===== src/rtl/mem_arbiter.sv =====
// Four-way arbiter for a shared RAM port between two cores' I/D caches.
// The dcaches beat the icaches, and the cores alternate within a class. A grant is held until the RAM reports ACCESS.
`timescale 1ns/1ps
module mem_arbiter #(
    parameter int TIMEOUT = 1024,
    parameter int WORD_W  = 32
) (
    input  logic                  CLK,
    input  logic                  nRST,
    input  logic [3:0]            req_ren,
    input  logic [3:0]            req_wen,
    input  logic [4*WORD_W-1:0]   req_addr,
    input  logic [4*WORD_W-1:0]   req_store,
    output logic [3:0]            req_wait,
    output logic [WORD_W-1:0]     req_load,
    output logic                  ramREN,
    output logic                  ramWEN,
    output logic [WORD_W-1:0]     ramaddr,
    output logic [WORD_W-1:0]     ramstore,
    input  logic [WORD_W-1:0]     ramload,
    input  logic [1:0]            ramstate,
    output logic [1:0]            grant_id,
    output logic                  grant_vld,
    output logic                  timeout_err
);
    localparam int CW = $clog2(TIMEOUT);
    localparam logic [1:0] RAM_ACCESS = 2'd2;

    typedef enum logic [1:0] {IDLE, GRANT, TURN} state_t;

    state_t          state;
    logic [1:0]      gid;
    logic            last_core;
    logic [CW-1:0]   wd_cnt;
    logic            err;

    logic [3:0]      act;
    logic [3:0]      wen_eff;
    logic            in_grant;
    logic            done;
    logic [1:0]      winner;
    logic            dsel;
    logic            cand0;
    logic            cand1;
    logic            win_core;

    // Requester index = {core, is_dcache}; icache write enables are ignored.
    genvar gi;
    generate
        for (gi = 0; gi < 4; gi++) begin : g_req
            if (gi % 2 == 1) begin : g_d
                assign wen_eff[gi] = req_wen[gi];
            end else begin : g_i
                assign wen_eff[gi] = 1'b0;
            end
            assign act[gi]      = req_ren[gi] | wen_eff[gi];
            assign req_wait[gi] = act[gi] & ~(done & (gid == 2'(gi)));
        end
    endgenerate

    assign in_grant    = (state == GRANT);
    assign done        = in_grant & (ramstate == RAM_ACCESS);
    assign grant_vld   = in_grant;
    assign grant_id    = gid;
    assign timeout_err = err;
    assign req_load    = ramload;

    // RAM-side signals derive from state, so an async reset drops them at once.
    assign ramWEN   = in_grant & wen_eff[gid];
    assign ramREN   = in_grant & ~wen_eff[gid] & req_ren[gid];
    assign ramaddr  = in_grant ? req_addr[gid*WORD_W +: WORD_W]  : '0;
    assign ramstore = in_grant ? req_store[gid*WORD_W +: WORD_W] : '0;

    always_comb begin
        dsel  = act[1] | act[3];
        cand0 = dsel ? act[1] : act[0];
        cand1 = dsel ? act[3] : act[2];
        if (cand0 && cand1) begin
            win_core = ~last_core;
        end else begin
            win_core = cand1;
        end
        winner = {win_core, dsel};
    end

    always_ff @(posedge CLK or negedge nRST) begin
        if (!nRST) begin
            state     <= IDLE;
            gid       <= 2'd0;
            last_core <= 1'b1;
            wd_cnt    <= '0;
            err       <= 1'b0;
        end else begin
            case (state)
                IDLE: begin
                    if (|act) begin
                        gid   <= winner;
                        state <= GRANT;
                    end
                end
                GRANT: begin
                    if (ramstate == RAM_ACCESS) begin
                        last_core <= gid[1];
                        wd_cnt    <= '0;
                        state     <= TURN;
                    end else if (!act[gid]) begin
                        wd_cnt <= '0;
                        state  <= IDLE;
                    end else if (wd_cnt == CW'(TIMEOUT - 1)) begin
                        // Flag a slow RAM but keep the grant alive.
                        err    <= 1'b1;
                        wd_cnt <= '0;
                    end else begin
                        wd_cnt <= wd_cnt + CW'(1);
                    end
                end
                TURN: begin
                    state <= IDLE;
                end
                default: begin
                    state <= IDLE;
                end
            endcase
        end
    end
endmodule


===== config.mk =====
export PLATFORM = sky130hd
export DESIGN_NAME = mem_arbiter
export DESIGN_NICKNAME = d
export VERILOG_FILES = /design/src/rtl/mem_arbiter.sv
export SDC_FILE = /design/constraint.sdc
export NUM_CORES = 1
export LEC_CHECK = 0
export BUFFER_PORTS_ARGS = -buffer_cell sky130_fd_sc_hd__buf_4
export CAP_MARGIN = 5
export CORE_AREA = 2 2 159 161
export DETAILED_ROUTE_END_ITERATION = 16
export DIE_AREA = 0 0 161 163
export RECOVER_POWER = 50
export SLEW_MARGIN = 25
export SYNTH_ARGS = -nofsm -noshare
export SYNTH_HDL_FRONTEND = slang
export SYNTH_SLANG_ARGS = --single-unit

===== constraint.sdc =====
create_clock -name CLK -period 3 [get_ports CLK]
set_input_delay 0.3 -clock CLK [delete_from_list [all_inputs] [get_ports CLK]]
set_output_delay 0.3 -clock CLK [all_outputs]
set_load 0.02 [all_outputs]

; After elaboration in Yosys (flattened, before gate mapping)
; Index checks and enable logic that the tools add are counted.
[op_classes]
addsub = 1
order_cmp = 1
eq_ne = 8
n_shift = 2
mux = 18
bitwise = 22
reduce_logical = 8
[ops]
columns = operator, count
row1 = indexed part select 128 x 8 -> 32 bit, 2
row2 = two-way mux 32 bit, 2
row3 = two-way mux 10 bit, 3
row4 = bitwise AND 1 bit, 12
row5 = "adder 10 x 1 -> 10 bit, second input constant", 1
row6 = "equality test 10 bit, second input constant", 1
row7 = inverter 1 bit, 7
row8 = binary-select mux 1 bit (select 2 bit), 3
row9 = "equality test 2 bit, second input constant", 3
row10 = two-way mux 1 bit, 6
row11 = two-way mux 2 bit, 3
row12 = AND reduction 2 bit, 3
row13 = "equality test 2 x 1 -> 1 bit, second input constant", 2
row14 = logical NOT 2 bit, 2
row15 = one-hot mux 2 bit (2 select lines), 1
row16 = AND reduction 4 bit, 1
row17 = OR reduction 4 bit, 1
row18 = "less-than comparator 2 x 3 -> 1 bit, second input constant", 1
row19 = "inequality test 3 bit, second input constant", 1
row20 = OR 1 bit, 3
row21 = "inequality test 2 bit, second input constant", 1
row22 = logical AND 1 bit, 1
[word_totals]
register_bits = 16
inputBits = 300
output_inout_bits = 106
word_cells = 65

; Depth between registers and ports, before layout
[depth]
depth_word = 6
mapped_depth = 7
ltp_nobuf = 6

; Least setup slack after synthesis
; No wires, ideal clock.
[synth_path]
kind = reg-to-output
from = reg gid[0], in the netlist grant_id[0]
to = out ramstore[28]
arrival_ns = 1.778
t_required_ns = 2.700
slack_ns = 0.922
stages_incl_launch_ff = 5
n_path_buf = 2
path_cell_list = dfrtp_1 > buf_2 > buf_1 > mux4_2 > and2_1
[synth_between]
elab_chain_cells = 2
[synth_lines]
columns = item, line_no
row1 = "start, declared", 32  ; logic [1:0] gid;
row2 = "start signal, assigned", 97  ; gid <= winner;
row3 = indexed part select 128 x 8 -> 32 bit, 72  ; assign ramstore = in_grant ? req_store[gid*WORD_W +: WORD_W] : '0;
row4 = two-way mux 32 bit, 72
row5 = "end, declared", 19  ; output logic [WORD_W-1:0] ramstore,
; No other way between the ends.

; Worst setup path in the final report
[layout_path]
from = reg gid[1], in the netlist grant_id[1]
to = out ramREN
[layout_between]
elab_chain_cells = 5
elab_cells_between_ends = 7
classes_between = mux: 4 / bitwise: 3
[layout_lines]
columns = item, line_no
row1 = binary-select mux 1 bit (select 2 bit), 70  ; assign ramREN = in_grant & ~wen_eff[gid] & req_ren[gid];
row2 = two-way mux 1 bit (implied by the code), 70
row3 = inverter 1 bit, 70
row4 = bitwise AND 1 bit, 70
row5 = bitwise AND 1 bit (*), 70
row6 = "end, declared", 16  ; output logic ramREN,
; Every way passes the cells marked *; elsewhere a longest branch is shown, timed or not. The select of a mux whose other input is x is not followed.

==> impl_metrics.tcl <==
set metrics [dict create \
    status "finished clean" \
    fill_cells 2677 \
    drt_wl_total_um 15500 \
    grt_pass1_wl_um 22400 \
    pwr_density_cell_mw_per_mm2 781 \
    place_congestion 0.805 \
    relSlewSlack_pct 42.9 \
    placed_area_sq_mm 0.00579 \
    cts_root_buf "clkbuf_16" \
    internal-power_uw 2450 \
    p_sw_share_pct 46.3 \
    power.switching_uw 2110 \
    synth_cells 283 \
    p_comb_share_pct 83.9 \
    async_flop_share_pct 100 \
    endpoint_kind "primary output" \
    avgSynthCellArea_sq_um 11.0 \
    setup_viol 0 \
    synthMuxAreaShare_pct 47.8 \
    finalCriticalPeriod_ns 2.56 \
    synth-compound-area-share_pct 6.85 \
    grtUsageMet2_pct 18.9 \
    initial_utilization_pct 12.6 \
    ios 406 \
    synth_fp_nets 584 \
    ys_types 46 \
    drive_gt1_share_pct 72.3 \
    antenna_left 0 \
    core_area_sq_mm 0.0247 \
    drv_cap 0 \
    grt_pass1_vias 3688 \
    synth_edf_count 0 \
    final_nets 877 \
    ys.flop_type "dfrtp_1" \
    cts_buffers 3 \
    fin_crit_sh_pct 85.2 \
    cp.required_ns 2.70 \
    die_h_um 163 \
    synthAdderAreaFrac_pct 0.403 \
    crit_arrival_ns 2.26 \
    finalHoldViolCount 0 \
    ctsResizeCount 0 \
    synth_top_family_by_area "multiplexers" \
    busiest_layer "met2" \
    synth-seq-cells 16 \
    p_clk_share_pct 5.7 \
    post_cts_buffers 0 \
    clk_latency_ns 0.25 \
    dr.pass1.iters 6 \
    rsz0062_at_grt "false" \
    clock_sink_count 16 \
    initialDrtViolationCount 101 \
    ys_warn_count 0 \
    cts_tree "built" \
    synth-simple-area-share_pct 19.9 \
    die_w_um 161 \
    max_freq_ghz 0.391 \
    grt_use_met1_pct 13.9 \
    final_core_util_pct 23.7 \
    final_common_cell "buf_4" \
    grtUsageMet3_pct 3.23 \
    design_area_sq_mm 0.00584 \
    placed_cells 900 \
    htreeDepth 1 \
    grt_usage_pct 11.0 \
    antenna_found_initial 0 \
    area_delta_synth_final_pct 88.1 \
    ys_seq_area_share_pct 12.9 \
    clock_tree.buffer_depth 2 \
    io_buffers 339 \
    hold_class "in2reg" \
    clkTransAtPathRegs_ns 0.05 \
    dieArea_sq_mm 0.0262 \
    maxSlewViolCount 0 \
    grt.overflow.total 0 \
    detail_route.vias_per_cell 3.90 \
    fin_skew_ns 0.00346 \
    syn_area_sq_mm 0.00311 \
    antennaDiodeCount 0 \
    num_vias 3526 \
    crit_type "reg2out" \
    hold_buffers 1 \
    cp_max_fo 42 \
    layout_common_cells "buf_4, mux4_2, and2_1" \
    drc 0 \
    tightest_slew_ns 0.856 \
    seq_power_share_pct 10.4 \
    peakVddDrop_v 0.000434 \
    synth_xor_area_share_pct 0 \
    hpwl_um 13400 \
    leakagePower_uw 0.00270 \
    stdcell_count 905 \
    rows 58 \
    grt_max_degree 43 \
    tns_ns 0 \
    worst_setup_path_start_kind "flop" \
    wl_per_cell_um 17.2 \
]
[critical path, stage by stage, from the launching register on]
cell	delay, ns
dfrtp_4	0.81
mux2_2	0.40
o21ai_0	0.52
a21oi_1	0.08
buf_4	0.19
[through the flow]
stage | total power (uW) | hold WS (ns) | worst slack, ns
CTS | 4690 | 0.383 | 0.545
global placement | 4390 | 0.172 | 0.812
floorplan | 2910 | 0.00441 | 0.922
finish | 4560 | 0.390 | 0.443
global route | 4890 | 0.417 | 0.276
detailed placement | 4420 | 0.171 | 0.800
[synth_stat cells, types with 4 or more instances]
| library cell | count | area [sq um] |
|---|---|---|
| nor2_1 | 10 | 37.5 |
| nand2_1 | 12 | 45.0 |
| clkbuf_1 | 14 | 52.6 |
| dfrtp_1 | 15 | 375 |
| inv_1 | 6 | 22.5 |
| a21oi_1 | 5 | 25.0 |
| and2_1 | 64 | 400 |
| a31oi_1 | 4 | 25.0 |
| nand3_1 | 4 | 20.0 |
| buf_4 | 33 | 248 |
| mux4_2 | 64 | 1440 |
| buf_2 | 7 | 35.0 |
[worst paths after layout]
kind,from,endpoint,slack [ns],cells past startpoint
hold reg to reg,last_core,last_core,0.45,2
setup / recovery,grant_id[1],ramREN,0.44,4
hold / removal,req_ren[2],state[0],0.39,3
setup reg to reg,grant_id[1],wd_cnt[5],0.45,5
max in group asynchronous,nRST,grant_id[1],1.70,2
min in group asynchronous,nRST,wd_cnt[1],0.67,2
[metal layers]
| metal | wire length, um | up-vias |
|---|---|---|
| met5 | 0 | - |
| met4 | 176 | 0 |
| met3 | 1450 | 14 |
| met2 | 7580 | 191 |
| met1 | 6320 | 1672 |
| li1 | - | 1649 |
[state kept, by name (all words and copies together) (netlist names)]
| name | count |
|---|---|
| grant_id | 2 |
| last_core | 1 |
| state | 2 |
| timeout_err | 1 |
| wd_cnt | 10 |
[power by group through the flow]
stage	clock [uW]	sequential [uW]	combinational, uW
6_report	260	473	3830
2_1_floorplan	0	326	2580
3_5_place_dp	0	485	3930
4_1_cts	270	482	3940
5_1_grt	275	496	4120
3_3_place_gp	0	486	3910
[kinds of logic after synthesis]
kind of cell	after synthesis
fa+ha+maj	1
buf+inv	63
simple gates	106
compound gates	29
mux	68
flops	16
[layout make-up]
type	instances	area [sq um]	share of cell area (%)
timing repair buffer	345	2600	44.5
multi-input combinational	204	2320	39.7
tap	330	413	7.07
sequential	16	409	7.00
clock buffer	4	78.8	1.35
inverter	6	22.5	0.385
(Power assumes the default switching activity.)
